$ cat config.mk
export PLATFORM = sky130hd
export DESIGN_NAME = pic16f84_seq
export DESIGN_NICKNAME = d
export VERILOG_FILES = /design/src/rtl/pic16f84_seq.sv
export SDC_FILE = /design/constraint.sdc
export NUM_CORES = 1
export LEC_CHECK = 0
export ABC_AREA = 1
export BUFFER_PORTS_ARGS = -buffer_cell sky130_fd_sc_hd__buf_4
export CAP_MARGIN = 20
export CORE_UTILIZATION = 40
export DETAILED_ROUTE_END_ITERATION = 10
export PLACE_DENSITY_LB_ADDON = 0.12
export SYNTH_ARGS = -nofsm -noshare
export SYNTH_HDL_FRONTEND = slang
export SYNTH_SLANG_ARGS = --single-unit
$ cat constraint.sdc
create_clock -name clk -period 1.8 [get_ports clk]
set_input_delay 0.54 -clock clk [delete_from_list [all_inputs] [get_ports clk]]
set_output_delay 0.54 -clock clk [all_outputs]
set_load 0.005 [all_outputs]
$ cat src/rtl/pic16f84_seq.sv
// PIC16F84 instruction-cycle sequencer: Q1..Q4 phase generation, fetch/execute pipeline, SLEEP/wake.
// Optional HALT/single-step debug support is compiled in with macro PIC16F84_SEQ_STEP_EN.
//
// state | meaning
// RESET | held after mclr; waits for synchronised reset release
// RUN   | phases advance each clk, one instruction per four clocks
// SLEEP | clocks to the CPU stopped until wake
// HALT  | debug stop; step edge runs one cycle (PIC16F84_SEQ_STEP_EN only)
module pic16f84_seq (
    input  logic        clk,
    input  logic        mclr,
    input  logic [12:0] pc_in,
    input  logic        flush,
    input  logic        sleep_req,
    input  logic        wake,
    input  logic [13:0] prog_data,
`ifdef PIC16F84_SEQ_STEP_EN
    input  logic        halt,
    input  logic        step,
`endif
    output logic [12:0] prog_addr,
    output logic        q1,
    output logic        q2,
    output logic        q3,
    output logic        q4,
    output logic [13:0] op_code,
    output logic        sleeping,
    output logic [15:0] cycle_count
);

    localparam logic [1:0] ST_RESET = 2'd0;
    localparam logic [1:0] ST_RUN   = 2'd1;
    localparam logic [1:0] ST_SLEEP = 2'd2;
`ifdef PIC16F84_SEQ_STEP_EN
    localparam logic [1:0] ST_HALT  = 2'd3;
`endif

    logic        rel_q;
    logic [1:0]  state_q, state_d;
    logic [1:0]  phase_q, phase_d;
    logic [12:0] addr_q, addr_d;
    logic [13:0] ir_q, ir_d;
    logic [15:0] cnt_q, cnt_d;
`ifdef PIC16F84_SEQ_STEP_EN
    logic        step_q;
`endif

    // rel_q is the first release flop; the state register is the second, so RUN starts on edge two.
    always_ff @(posedge clk or negedge mclr) begin
        if (!mclr) begin
            rel_q <= 1'b0;
        end else begin
            rel_q <= 1'b1;
        end
    end

    always_comb begin
        state_d = state_q;
        phase_d = phase_q;
        addr_d  = addr_q;
        ir_d    = ir_q;
        cnt_d   = cnt_q;
        case (state_q)
            ST_RESET: begin
                if (rel_q) begin
                    state_d = ST_RUN;
                    phase_d = 2'd0;
                end
            end
            ST_RUN: begin
                phase_d = phase_q + 2'd1;
                if (phase_q == 2'd0) begin
                    addr_d = pc_in;
                end
                if (phase_q == 2'd3) begin
                    ir_d  = flush ? 14'h0000 : prog_data;
                    cnt_d = cnt_q + 16'd1;
                    if (sleep_req && !wake) begin
                        state_d = ST_SLEEP;
                    end
`ifdef PIC16F84_SEQ_STEP_EN
                    else if (halt) begin
                        state_d = ST_HALT;
                    end
`endif
                end
            end
            ST_SLEEP: begin
                if (wake) begin
                    state_d = ST_RUN;
                    phase_d = 2'd0;
                end
            end
`ifdef PIC16F84_SEQ_STEP_EN
            ST_HALT: begin
                // A step runs one cycle in RUN; halt still high at its Q4 edge brings us back here.
                if (!halt || (step && !step_q)) begin
                    state_d = ST_RUN;
                    phase_d = 2'd0;
                end
            end
`endif
            default: begin
                state_d = ST_RESET;
                phase_d = 2'd0;
            end
        endcase
    end

    always_ff @(posedge clk or negedge mclr) begin
        if (!mclr) begin
            state_q <= ST_RESET;
            phase_q <= 2'd0;
            addr_q  <= 13'd0;
            ir_q    <= 14'h0000;
            cnt_q   <= 16'd0;
        end else begin
            state_q <= state_d;
            phase_q <= phase_d;
            addr_q  <= addr_d;
            ir_q    <= ir_d;
            cnt_q   <= cnt_d;
        end
    end

`ifdef PIC16F84_SEQ_STEP_EN
    always_ff @(posedge clk or negedge mclr) begin
        if (!mclr) begin
            step_q <= 1'b0;
        end else begin
            step_q <= step;
        end
    end
`endif

    assign q1          = (state_q == ST_RUN) && (phase_q == 2'd0);
    assign q2          = (state_q == ST_RUN) && (phase_q == 2'd1);
    assign q3          = (state_q == ST_RUN) && (phase_q == 2'd2);
    assign q4          = (state_q == ST_RUN) && (phase_q == 2'd3);
    assign prog_addr   = addr_q;
    assign op_code     = ir_q;
    assign sleeping    = (state_q == ST_SLEEP);
    assign cycle_count = cnt_q;

endmodule

-- After elaboration in Yosys (flattened, before gate mapping)
Cells that the tools add are included.
- word-level logic and storage cells: 38
- output and inout port bits: 48
- flip-flop bits (word level): 48
- input port bits: 32
- add/subtract/negate cells: 2
- equal/unequal tests: 9
- reduce and logical (&&, ||, !) cells: 12
- mux-type cells: 9
- operators by type and width (operator ; number):
    adder 16 x 1 -> 16 bit (second input constant) ; 1
    two-way mux 14 bit ; 1
    two-way mux 2 bit ; 6
    case mux 2 bit (3 select lines) ; 2
    equality test 2 bit (second input constant) ; 3
    inequality test 2 bit (second input constant) ; 3
    AND reduction 2 bit ; 3
    logical AND 1 bit ; 5
    equality test 2 x 1 -> 1 bit (second input constant) ; 2
    zero test 2 bit ; 2
    AND reduction 4 bit ; 1
    adder 2 x 1 -> 2 bit (second input constant) ; 1
    inequality test 2 x 1 -> 1 bit (second input constant) ; 1
    zero test 1 bit ; 1

-- Depth between registers and ports, before layout
- word-level depth: 5
- depth in mapped cells: 8
- depth with buffers taken out: 8

-- Least setup slack after synthesis
Ideal clock, no wire load.
- kind: register to output
- start: reg phase_q[0]
- end: out q1
- setup slack: 321 ps
- stages on the path, launching flop included: 6
- arrival time: 939 ps
- path buffers: 1
- required time: 1260 ps
- path through: dfrtp_1 -> inv_1 -> ha_1 -> nand2_2 -> inv_2 -> buf_4
- longest elaborated chain between the ends: 2
- RTL lines (item ; line ; RTL):
    from (decl) ; 40 ; logic [1:0] phase_q, phase_d;
    from (signal assigned) ; 119 ; phase_q <= phase_d;
    zero test 2 bit ; 136 ; assign q1 = (state_q == ST_RUN) && (phase_q == 2'd0);
    logical AND 1 bit ; 136 ;
    to (decl) ; 22 ; output logic q1,
No other way between the ends.

-- Worst setup path after layout
- start: reg phase_q[1]
- end: out q3
- longest elaborated chain between the ends: 2
- RTL lines (item ; line ; RTL):
    equality test 2 bit ; 138 ; assign q3 = (state_q == ST_RUN) && (phase_q == 2'd2);
    logical AND 1 bit ; 138 ;
    to (decl) ; 24 ; output logic q3,
No other way between the ends.

==> run_results.csv <==
group,metric,value,unit
run_status,run_status,"completed",
global_routing,grt_pass1_wl,7960,um
power,total_power,0.00412,W
floorplan,row_count,26,
cells_and_area,syn_to_final_growth,40.9,%
cts,hold_buffers,0,
route,vias,1910,
synth,ys_warn_count,0,
global_routing,grt_max_degree,49,
synth,synthesis.nets,297,
critical_path,regToRegEndpoint,"cycle_count[7]$_DFFE_PN0P_",
global_routing,grt_antenna_before_repair,0,
synth,yosysSeqAreaShare,54.8,%
floorplan,die_w,76.0,um
floorplan,die_h,76.0,um
worst_hold_path,hold_class,"input port to async pin",
critical_path,ff2ff_path_depth,6,
synth,synth_cells,260,
critical_path,required,1260,ps
critical_path,cp.arrival,1240,ps
synth,synthTopCellsByArea,"dfrtp_1, nand2_1, o21ai_0",
global_routing,grt-ovfl-total,0,
cts,cts_root_buf,"clkbuf_8",
critical_path,crit_fanout,3,
floorplan,io_pins,80,
route,post_drt_via_cell_ratio,4.54,
synth,syn-cell-area,0.00219,mm^2
route,routedWlPerCell,11.4,um
cells_and_area,diodes,0,
synth,synth_top_area_cell,"dfrtp_1",
timing,hold_viol,0,
cts,cts_buffers,5,
placement,portBuffers,79,
power,power.density,1330,mW/mm^2
critical_path,crit_start,"phase_q[1]$_DFFE_PN0P_",
cells_and_area,nNetsFinal,387,
timing,final_max_slew_viol_count,0,
timing,slew_headroom,59.3,%
cts,clkTransAtPathRegs,90,ps
synth,synthTopCellsByCount,"nand2_1, dfrtp_1, inv_1",
timing,worst_slew_pin_slew,610,ps
floorplan,initial_core_util,42.1,%
critical_path,crit_path_end_kind,"primary output",
global_routing,grt_pass1_vias,1832,
synth,synth.avg_cell_area,8.43,um^2
route,ant_nets,0,
timing,max_freq,561,MHz
cells_and_area,stdcell_area,0.00309,mm^2
route,wl,4790,um
cts,htree_levels,2,
floorplan,die-area,0.00578,mm^2
critical_path,crit_path_end,"q3",
floorplan,core_area,0.00520,mm^2
synth,ys_types,23,
cts,cts.path.max_buffers,2,
cts,clock_latency,290,ps
route,firstDrtPassIters,4,
global_routing,grt_usage,17.0,%
route,initialDrtViolationCount,74,
route,drc_errors,0,
placement,dp_hpwl,3370,um
cells_and_area,drive_gt1_share,33.3,%
synth,async_flop_share,100,%
timing,grt_setup_unrepaired,"true",
synth,yosysMostFrequentCell,"nand2_1",
timing,timing.final.crit_share,99.0,%
flow_run,maxCapViolCount,0,
timing,setup_viol,0,
critical_path,critPathLaunchType,"register",
synth,synth-main-ff-cell,"dfrtp_1",
synth,synth_top_area_share,54.8,%
placement,dpl-instance-area,0.00287,mm^2
cts,cts_sinks,48,
critical_path,crit_type,"register to primary output",
cells_and_area,post-route-util,59.3,%
synth,ys_seq_elements,48,
timing,skew,6.98,ps
critical_path,regToRegSetupSlack,340,ps
placement,globalplace.congestion,0.743,
cts,cts_tree,"done",
power,p_leak,1.65,nW
critical_path,timing.rr.start,"phase_q[1]$_DFFE_PN0P_",
timing,post-route-min-period,1780,ps
synth,synth-edff-count,0,
power,vdd_drop_max,836,uV
[per-layer routing]
layer	part of all wire, %	wire [um]	track usage [%]
met3	5.7	275	5.03
met2	49	2370	30.2
met1	44	2090	20.3
met5	0	0	0
met4	1.1	54	4.04
[state kept, by name, summed over array words and instances, names as in the netlist]
name / count
op_code: 14
state_q: 2
prog_addr: 13
phase_q: 2
rel_q: 1
cycle_count: 16
[where the power goes]
group	switching (W)	internal [W]
clock	0.000330	0.000314
combinational	0.000823	0.000925
sequential	0.000277	0.00145
total	0.00143	0.00269
[kinds of logic (layout without fill, tap and decap cells)]
| group | count (synthesis) | count (layout) | synth area share, % |
|---|---|---|---|
| buffers and inverters | 32 | 123 | 5.83 |
| AOI/OAI and AO/OA | 20 | 20 | 4.57 |
| DFF | 48 | 48 | 54.8 |
| adders and majority gates | 5 | 5 | 2.86 |
| and+or+nand+nor | 147 | 147 | 29.0 |
| xor gates and xnor gates | 7 | 7 | 2.80 |
| other | 1 | 1 | 0.171 |
[through the flow]
step / hold WS, ps / cells / setup WS (ps) / TNS [ps]
2_1_floorplan: 244 / 260 / 321 / 0
3_3_place_gp: 465 / 407 / 280 / 0
3_5_place_dp: 468 / 407 / 264 / 0
4_1_cts: 271 / 415 / 8.31 / 0
5_1_grt: 293 / 421 / -46.9 / -148
6_report: 239 / 421 / 18.4 / 0
[cell usage in the layout (no fill, tap or decap), types with 2 or more instances in the layout]
cell type	instances
ha_4	4
dfrtp_1	45
xnor2_1	4
clkbuf_1	2
xor2_1	3
inv_2	7
nand3_1	10
clkbuf_8	6
buf_4	88
nand2_1	109
nor3_1	2
inv_4	2
nor2_1	12
o21ai_0	19
nand3_4	2
dfrtp_2	3
nand4_1	7
inv_1	17
[worst max-delay path, stage by stage (launching register included)]
cell and delay (ps):
dfrtp_2 470, buf_12 140, ha_4 150, inv_2 40, nor2_2 20, buf_4 120
[cell type report]
| class | count | area, um^2 |
|---|---|---|
| sequential | 48 | 1200 |
| inverter | 26 | 103 |
| multi-input combinational | 180 | 922 |
| fill | 509 | 2120 |
| tap | 70 | 87.6 |
| clock buffer | 8 | 90.1 |
| timing repair buffer | 89 | 681 |
[worst min path at each step]
stage                                        start                          to  slack [ps]  cells after the start
after floorplan                               mclr  cycle_count[0]$_DFFE_PN0P_         240                      0
after global placement    prog_addr[9]$_DFFE_PN0P_    prog_addr[9]$_DFFE_PN0P_         460                      2
after detailed placement  prog_addr[9]$_DFFE_PN0P_    prog_addr[9]$_DFFE_PN0P_         470                      2
after CTS                                     mclr      state_q[1]$_DFFE_PN0P_         270                      1
after global routing                          mclr  cycle_count[2]$_DFFE_PN0P_         290                      1
final                                         mclr  cycle_count[2]$_DFFE_PN0P_         240                      1
[what timing repair did]
action,CTS,global route
setup buffers,0,6
setup endpoints to repair,1,4
pin swaps,0,5
gates resized for setup,5,15
Power figures use the tool's default switching activity.
